[src/rtl/uart_rx_oversampler.sv]
// uart_rx_oversampler: 16x-oversampled UART receive engine.
// Synchronises rx, validates the start bit, recovers each bit with a 3-sample
// majority vote at tick_cnt 7/8/9 and checks the stop bit. Each received word
// is presented on data_out with a single-cycle data_valid strobe.
// Optional feature: define UART_RX_PARITY_EN to add a parity bit between the
// data and stop bits, a PARITY_ODD parameter and a parity_err output.
module uart_rx_oversampler #(
    parameter int DATA_BITS   = 8,   // 5..9, LSB first
    parameter int OVERSAMPLE  = 16,  // must be 16 to match the clock handler
    parameter int SYNC_STAGES = 2    // 2..3
`ifdef UART_RX_PARITY_EN
    ,
    parameter bit PARITY_ODD  = 1'b0 // 0 = even parity, 1 = odd parity
`endif
) (
    input  logic                 clk,
    input  logic                 rst,        // asynchronous, active-low
    input  logic                 clk_16bd,
    input  logic                 rx,
    output logic [DATA_BITS-1:0] data_out,
    output logic                 data_valid,
    output logic                 frame_err,
`ifdef UART_RX_PARITY_EN
    output logic                 parity_err,
`endif
    output logic                 rx_busy
);

    localparam int         BW        = $clog2(DATA_BITS);
    localparam logic [3:0] LAST_TICK = 4'(OVERSAMPLE - 1);
    localparam logic [3:0] VOTE_TICK = 4'd9;
    localparam logic [BW-1:0] LAST_BIT = BW'(DATA_BITS - 1);

`ifdef UART_RX_PARITY_EN
    typedef enum logic [2:0] {ST_IDLE, ST_START, ST_DATA, ST_PARITY, ST_STOP} state_t;
`else
    typedef enum logic [1:0] {ST_IDLE, ST_START, ST_DATA, ST_STOP} state_t;
`endif

    // Front end: synchroniser chain and 16x-baud edge detector.
    logic [SYNC_STAGES-1:0] sync_q;
    logic                   bd_q;
    logic                   bd_prev_q;
    logic                   rx_s;
    logic                   tick;

    // FSM and datapath state.
    state_t                 state_q,   state_d;
    logic [3:0]             tick_cnt_q, tick_cnt_d;
    logic [BW-1:0]          bit_cnt_q,  bit_cnt_d;
    logic [1:0]             samp_q,     samp_d;     // samples taken at tick 7 and 8
    logic [DATA_BITS-1:0]   shift_q,    shift_d;
    logic [DATA_BITS-1:0]   data_q,     data_d;
    logic                   valid_q,    valid_d;
    logic                   ferr_q,     ferr_d;
    logic                   wait_high_q, wait_high_d; // set after a frame error
`ifdef UART_RX_PARITY_EN
    logic                   par_bad_q,  par_bad_d;
    logic                   perr_q,     perr_d;
`endif

    logic vote;
    logic at_vote;
    logic at_last;

    assign rx_s    = sync_q[SYNC_STAGES-1];
    assign tick    = bd_q & ~bd_prev_q;
    assign vote    = (samp_q[0] & samp_q[1]) | (samp_q[0] & rx_s) | (samp_q[1] & rx_s);
    assign at_vote = (tick_cnt_q == VOTE_TICK);
    assign at_last = (tick_cnt_q == LAST_TICK);

    // Synchronise rx (idle-high reset) and register clk_16bd for edge detection.
    // NOTE: clocked blocks use non-blocking assignments so every flop samples pre-edge values.
    always_ff @(posedge clk or negedge rst) begin
        if (!rst) begin
            sync_q    <= '1;
            bd_q      <= 1'b0;
            bd_prev_q <= 1'b0;
        end else begin
            if (SYNC_STAGES > 1) sync_q <= {sync_q[SYNC_STAGES-2:0], rx};
            else                 sync_q <= rx;
            bd_q      <= clk_16bd;
            bd_prev_q <= bd_q;
        end
    end

    // Next-state and datapath logic; everything advances only on tick.
    // NOTE: every _d gets its hold value first, so no path through this block infers a latch.
    always_comb begin
        state_d     = state_q;
        tick_cnt_d  = tick_cnt_q;
        bit_cnt_d   = bit_cnt_q;
        samp_d      = samp_q;
        shift_d     = shift_q;
        data_d      = data_q;
        valid_d     = 1'b0;
        ferr_d      = ferr_q;
        wait_high_d = wait_high_q;
`ifdef UART_RX_PARITY_EN
        par_bad_d   = par_bad_q;
        perr_d      = perr_q;
`endif
        if (tick) begin
            if (state_q != ST_IDLE) begin
                tick_cnt_d = tick_cnt_q + 4'd1;
                if (tick_cnt_q == 4'd7) samp_d[0] = rx_s;
                if (tick_cnt_q == 4'd8) samp_d[1] = rx_s;
            end
            case (state_q)
                ST_IDLE: begin
                    if (wait_high_q) begin
                        // After a frame error, require the line to return high first.
                        if (rx_s) wait_high_d = 1'b0;
                    end else if (!rx_s) begin
                        state_d    = ST_START;
                        tick_cnt_d = 4'd0;
                    end
                end
                ST_START: begin
                    if (at_vote && vote) begin
                        state_d    = ST_IDLE;   // false start, outputs untouched
                        tick_cnt_d = 4'd0;
                    end else if (at_last) begin
                        state_d   = ST_DATA;
                        bit_cnt_d = '0;
                    end
                end
                ST_DATA: begin
                    if (at_vote) shift_d = {vote, shift_q[DATA_BITS-1:1]};
                    if (at_last) begin
                        if (bit_cnt_q == LAST_BIT) begin
`ifdef UART_RX_PARITY_EN
                            state_d = ST_PARITY;
`else
                            state_d = ST_STOP;
`endif
                        end else begin
                            bit_cnt_d = bit_cnt_q + BW'(1);
                        end
                    end
                end
`ifdef UART_RX_PARITY_EN
                ST_PARITY: begin
                    if (at_vote) par_bad_d = ((^shift_q) ^ vote) != PARITY_ODD;
                    if (at_last) state_d = ST_STOP;
                end
`endif
                ST_STOP: begin
                    if (at_vote) begin
                        // Deliver at mid stop bit so a back-to-back start is not missed.
                        data_d      = shift_q;
                        ferr_d      = ~vote;
                        valid_d     = 1'b1;
                        wait_high_d = ~vote;
`ifdef UART_RX_PARITY_EN
                        perr_d      = par_bad_q;
`endif
                        state_d     = ST_IDLE;
                        tick_cnt_d  = 4'd0;
                    end
                end
                default: state_d = ST_IDLE;
            endcase
        end
    end

    // State register for the FSM, counters and output registers.
    always_ff @(posedge clk or negedge rst) begin
        if (!rst) begin
            state_q     <= ST_IDLE;
            tick_cnt_q  <= '0;
            bit_cnt_q   <= '0;
            samp_q      <= '0;
            shift_q     <= '0;
            data_q      <= '0;
            valid_q     <= 1'b0;
            ferr_q      <= 1'b0;
            wait_high_q <= 1'b0;
`ifdef UART_RX_PARITY_EN
            par_bad_q   <= 1'b0;
            perr_q      <= 1'b0;
`endif
        end else begin
            state_q     <= state_d;
            tick_cnt_q  <= tick_cnt_d;
            bit_cnt_q   <= bit_cnt_d;
            samp_q      <= samp_d;
            shift_q     <= shift_d;
            data_q      <= data_d;
            valid_q     <= valid_d;
            ferr_q      <= ferr_d;
            wait_high_q <= wait_high_d;
`ifdef UART_RX_PARITY_EN
            par_bad_q   <= par_bad_d;
            perr_q      <= perr_d;
`endif
        end
    end

    assign data_out   = data_q;
    assign data_valid = valid_q;
    assign frame_err  = ferr_q;
`ifdef UART_RX_PARITY_EN
    assign parity_err = perr_q;
`endif
    assign rx_busy    = (state_q != ST_IDLE);

endmodule

[config.mk]
export PLATFORM = sky130hd
export DESIGN_NAME = uart_rx_oversampler
export DESIGN_NICKNAME = d
export VERILOG_FILES = /design/src/rtl/uart_rx_oversampler.sv
export SDC_FILE = /design/constraint.sdc
export NUM_CORES = 1
export LEC_CHECK = 0
export ABC_CLOCK_PERIOD_IN_PS = 1800
export BUFFER_PORTS_ARGS = -buffer_cell sky130_fd_sc_hd__clkbuf_2
export CORE_UTILIZATION = 57
export DETAILED_ROUTE_END_ITERATION = 16
export PLACE_DENSITY = 0.77
export SYNTH_ARGS = -nofsm -noshare
export SYNTH_HDL_FRONTEND = slang
export SYNTH_SLANG_ARGS = --single-unit
export TNS_END_PERCENT = 20
[constraint.sdc]
create_clock -name clk -period 1.8 [get_ports clk]
set_input_delay 0 -clock clk [delete_from_list [all_inputs] [get_ports clk]]
set_output_delay 0 -clock clk [all_outputs]
set_load 0.03 [all_outputs]
==> reports/metrics.cfg, run 1 <==
[run_status]
outcome = completed

[power]
ir_worst_vdd_v = 0.000881
p_switching_uw = 594
pwr-share-comb_pct = 22.0
internal-power_mw = 1.37
power_density_nw_per_um2 = 1110
switching_share_pct = 30.3
p_leak_nw = 0.875
p_clk_share_pct = 28.8
seq_power_share_pct = 49.2

[cells_and_area]
areaGrowthSynthToFinish_pct = 13.5
n_antenna_cell = 0
nNetsFinal = 146
drive_above_1_share_pct = 39.4
fillers = 190
design_area_um2 = 1760

[cts]
cts_buffers = 5
cts.sinks = 34
htreeDepth = 2
clockBufferDepth = 2
worstSkewPairLatency_ns = 0.34
path_clk_slew_ns = 0.10
cts_root_buf = clkbuf_4
cts_tree = built

[detailed_routing]
wl_per_cell_um = 14.5
ant_nets = 0
drc = 0
dr.pass1.iters = 4
routed_wl_mm = 2.42
routed_via_density = 5.65
drt-initial-drc-count = 9
vias = 944

[yosys]
async_flop_share_pct = 100
syn_area_per_cell_um2 = 13.6
ys_warn_count = 0
synth-seq-area-share_pct = 55.0
ys.flop_type = dfrtp_1
synth_edf_count = 0
synth-seq-cells = 34
synth_cells = 114
synth_cell_types = 35
synth_area_um2 = 1550
syn_nets = 123

[sta]
tightest_slew_ns = 0.795
holdWs_ns = 0.267
finalMaxSlewViolations = 0
fin_crit_ns = 1.66
rsz0062_at_grt = no
setup-violations-final = 0
fmax_ghz = 0.601
clock_skew_ns = 0.00808
setup_tns_ns = 0
fin_crit_sh_pct = 92.4
hold_violations = 0
relSlewSlack_pct = 47.0

[critical_path]
path_cells = inv_1 > ha_1 > and3b_2 > nand3_4 > inv_6 > mux2_4
cp.depth = 6
worstSetupStartpointType = flip-flop
crit_path_top_delay_cell = dfrtp_1
critPathBufInv = 2
slowest_delay_ns = 0.42
path_delay_family = simple AND/OR/NAND/NOR gates
crit_arrival_ns = 1.90
crit_type = reg -> reg
crit_fanout = 8
r2r_cells = 6
crit_required_ns = 2.03
cp-end-kind = flip-flop

[grt]
antenna_found_initial = 0
grt_usage_pct = 20.3
gr-total-overflow = 0
grt_pass1_vias = 845
grt_first_pass_wirelength_mm = 3.94
grt_max_degree = 35

[min_path]
hold_class = in -> async

[job]
drv_cap = 0

[die]
io_pins = 15
placement_rows = 18
core-area_um2 = 2520
start_util_pct = 61.6
fp.dieH_um = 54.2
die_w_um = 54.2
die-area_um2 = 2940

[placement]
hpwl_mm = 1.79
place.gp.congestion = 0.899
placed_cell_area_um2 = 1650
portBuffers = 14

## path summary, 6_finish.rpt
path | endpoint | slack, ns | start
max | data_out[0] | 0.14 | tick_cnt_q[1]
min | bit_cnt_q[2] | 0.27 | rst
max reg2reg | data_out[0] | 0.14 | tick_cnt_q[1]
min reg2reg | sync_q[1] | 0.36 | sync_q[0]
max in group asynchronous | bd_q | 1.03 | rst
min in group clk | sync_q[0] | 0.31 | rx
## sequential cells by signal (all words and copies together) (netlist names), named ones only
signal	flops
data_out	8
shift_q	8
tick_cnt_q	4
bit_cnt_q	3
samp_q	2
sync_q	2
bd_prev_q	1
bd_q	1
data_valid	1
frame_err	1
state_q	1
wait_high_q	1
## cells by family after synthesis
kind of cell / share of synthesized area [%]
XOR/XNOR: 1.13
adder cells (fa/ha/maj): 4.75
buffers and inverters: 2.74
AO/OA/AOI/OAI: 7.58
flip-flops: 55.0
AND/OR/NAND/NOR: 13.6
multiplexers: 15.2
## synthesized netlist by cell type (all sizes together), types with 2 or more instances
| cell type | number | area (um^2) |
|---|---|---|
| nand3 | 6 | 42.5 |
| nand4b | 3 | 26.3 |
| o21ai | 4 | 20.0 |
| and3b | 2 | 17.5 |
| mux2 | 19 | 236 |
| nand2b | 2 | 12.5 |
| dfrtp | 32 | 801 |
| xnor2 | 2 | 17.5 |
| a21oi | 3 | 26.3 |
| nand2 | 3 | 11.3 |
| nor2 | 8 | 32.5 |
| nor3 | 2 | 10.0 |
| inv | 5 | 23.8 |
| buf | 2 | 18.8 |
| ha | 5 | 62.6 |
| a22o | 2 | 17.5 |
| dfstp | 2 | 52.6 |
## cell usage in the layout, fill, tap and decap left out, types with 2 or more instances in the layout
cell type and count:
nor3_1 2, mux2_4 6, clkbuf_4 5, nand4b_1 3, nand2b_1 2, a21oi_1 2, dfrtp_1 32, nor2_1 7
xnor2_1 2, clkbuf_2 14, nand2_1 3, dfstp_2 2, inv_1 4, o21ai_0 4, mux2_2 13, nand3_1 5
dlygate4sd3_1 3, ha_1 5, a22o_1 2
## metal layers
metal,routed length [um],GRT usage [%]
met1,1120,26.2
met4,42,8.97
met2,1150,29.1
met3,105,9.32
met5,0,0
## power groups by stage
| stage | Clock, mW | Combinational (mW) | Sequential (mW) |
|---|---|---|---|
| floorplan | 0 | 0.364 | 0.939 |
| global placement | 0 | 0.411 | 0.973 |
| detailed placement | 0 | 0.431 | 0.977 |
| CTS | 0.580 | 0.435 | 0.964 |
| global route | 0.615 | 0.483 | 0.984 |
| finish | 0.564 | 0.432 | 0.966 |
## final cells by class
class	count	area, um^2	area share (%)
clock buffers	6	51.3	2.91
clock inverters	1	30.0	1.70
inverters	5	23.8	1.35
multi-input cells	73	658	37.4
flip-flops and latches	34	853	48.4
well taps	30	37.5	2.13
repair buffers	18	108	6.11
## stage by stage
stage,setup WS [ns],util (%),instances,power [mW]
3_3_place_gp,0.0858,65.4,157,1.38
3_5_place_dp,0.0260,65.4,157,1.41
5_1_grt,0.0318,69.8,167,2.08
6_report,0.137,69.8,167,1.96
2_1_floorplan,0.282,-,114,1.30
4_1_cts,0.0207,69.8,167,1.98
## timing repair
item | in CTS | in global routing
setup endpoints to repair | 0 | 13
hold buffers | 3 | 0
setup buffers | 0 | 0
hold endpoints to repair | 34 | 0
resized for setup | 0 | 1
Power figures use the tool's default switching activity.
==> run 2: changes to the inputs <==
Settings changed: BUFFER_PORTS_ARGS -buffer_cell sky130_fd_sc_hd__clkbuf_2 to -buffer_cell sky130_fd_sc_hd__buf_2.
==> run 2 against run 1 <==
Effect of this change:
- maximum frequency is 0.68% lower
- highest routed layer unchanged
- clock power up 27%
- largest cell class unchanged
- clock skew grew 0.0064 ns
- sequential share of layout area shrank 0.98 points
- count of clock-buffer cells in the layout unchanged
- first-iteration DRC count rose by 89%
- worst hold slack worse by 0.023 ns
- register-to-register slack about the same
- sequential power is essentially flat
- critical path type unchanged
- largest power group unchanged
==> reports/metrics.cfg, run 2 (synthesis gave the netlist of run 1 again) <==
[run_status]
outcome = completed

[cells_and_area]
drive_above_1_share_pct = 40.6  ; +1.2 points
areaGrowthSynthToFinish_pct = 15.8
design_area_um2 = 1800  ; +2.1%
fin_util_pct = 71.3  ; +1.4 points
nNetsFinal = 146  ; unchanged
layout_commonest_cell = dfrtp_1
mostFrequentLayoutCells = dfrtp_1, buf_2, mux2_2
n_antenna_cell = 0  ; unchanged

[grt]
grt_first_pass_wirelength_mm = 4.04  ; +2.6%
grtUsageMet1_pct = 26.7  ; +0.51 points
antenna_found_initial = 0  ; unchanged
grt_max_degree = 35  ; unchanged
gr-usage-met2_pct = 30.1  ; +1.0 points
busiest_layer = met2
gr-total-overflow = 0  ; unchanged
grt_usage_pct = 20.3  ; -0.083 points
grt_pass1_vias = 894  ; +5.8%
met3_usage_pct = 8.47  ; -0.85 points

[critical_path]
cp-end-kind = flip-flop
r2r-end = data_out[3]
critPathCapture = data_out[3]
crit_arrival_ns = 1.89  ; about the same
regToRegSetupSlack_ns = 0.13  ; about the same
r2r_cells = 6  ; unchanged
worstSetupStartpointType = flip-flop
crit_fanout = 8  ; unchanged
r2r_start = tick_cnt_q[1]
crit_path_start = tick_cnt_q[1]
crit_required_ns = 2.01  ; -0.02 ns
crit_type = reg -> reg

[die]
fp.dieH_um = 54.2  ; unchanged
die_w_um = 54.2  ; unchanged
placement_rows = 18  ; unchanged
io_pins = 15  ; unchanged
core-area_um2 = 2520  ; unchanged
die-area_um2 = 2940  ; unchanged
start_util_pct = 61.6  ; unchanged

[power]
p_leak_nw = 0.897  ; +2.5%
ir_worst_vdd_v = 0.00119  ; +35%
power_density_nw_per_um2 = 1180  ; +5.5%

[detailed_routing]
vias = 938  ; -0.64%
drc = 0  ; unchanged
drt-initial-drc-count = 17  ; +8
wl_per_cell_um = 14.4  ; -1.1%
routed_via_density = 5.58  ; -1.2%
dr.pass1.iters = 4  ; unchanged
ant_nets = 0  ; unchanged
routed_wl_mm = 2.41  ; -0.50%

[placement]
placed_cell_area_um2 = 1650  ; unchanged
place.gp.congestion = 0.880  ; -2.1%
portBuffers = 14  ; unchanged
hpwl_mm = 1.77  ; -1.0%
place_ws_ns = 0.00688  ; -0.0192 ns

[cts]
worstSkewPairLatency_ns = 0.33  ; about the same
htreeDepth = 2  ; unchanged
cts_tree = built
path_clk_slew_ns = 0.11  ; about the same
cts_buffers = 5  ; unchanged
cts_root_buf = clkbuf_4
cts.sinks = 34  ; unchanged
clockBufferDepth = 2  ; unchanged
cts_setup_buffers = 0  ; unchanged

[sta]
fmax_ghz = 0.597  ; -0.68%
setup-violations-final = 0  ; unchanged
clock_skew_ns = 0.0144  ; +0.00636 ns
rsz0062_at_grt = no
hold_violations = 0  ; unchanged
fin_crit_ns = 1.67  ; +0.0114 ns
finalMaxSlewViolations = 0  ; unchanged
tightest_slew_ns = 0.705  ; -0.0905 ns
setup_tns_ns = 0  ; unchanged
relSlewSlack_pct = 53.0  ; +6.0 points
fin_crit_sh_pct = 93.0  ; +0.64 points
fin_ws_ns = 0.125  ; -0.0114 ns

[min_path]
hold_class = in -> async

[job]
drv_cap = 0  ; unchanged

==> run 2: worst min path at each step <==
stage                               end  slack, ns  cells after the start
after CTS                   data_out[1]       0.28                      2
final                       data_out[1]       0.24                      2
after global routing               bd_q       0.28                      2
after detailed placement  tick_cnt_q[2]       0.10                      1
after global placement    tick_cnt_q[2]       0.09                      1
after floorplan               async pin      -0.30                      0
==> run 2: repair_timing <==
item | in CTS | in global routing
hold buffers | 3 | 0
gates resized for setup | 1 | 1
hold endpoints to repair | 34 | 0
endpoints found under the setup margin | 1 | 1
==> run 2: worst max-delay path: stages (launching register included) <==
cell and delay (ns):
dfrtp_1 0.42, inv_1 0.09, ha_1 0.14, and3b_2 0.30, nand3_4 0.17, inv_6 0.14
mux2_4 0.30
==> run 2: power by group <==
part,internal [mW],total [mW],switching (mW)
registers,0.851,0.964,0.114
clock network,0.471,0.718,0.247
logic,0.195,0.431,0.236
==> run 2: stage by stage <==
stage | hold WS [ns] | power (mW) | cells
global placement | 0.0925 | 1.38 | 157
CTS | 0.275 | 2.13 | 168
global route | 0.282 | 2.23 | 168
finish | 0.244 | 2.11 | 168
detailed placement | 0.103 | 1.41 | 157
floorplan | -0.296 | 1.30 | 114
==> run 2: cell type report <==
class                   instances  area [um^2]
clock inverters                 2         60.1
well taps                      30         37.5
flip-flops and latches         34          853
multi-input cells              73          664
repair buffers                 18          108
inverters                       5         23.8
fillers                       183          724
clock buffers                   6         51.3
==> run 2: per-layer routing <==
| metal | routed length, um | vias to the layer above |
|---|---|---|
| met1 | 1090 | 464 |
| met3 | 71 | 4 |
| li1 | - | 456 |
| met2 | 1240 | 14 |
| met4 | 18 | 0 |
| met5 | 0 | - |
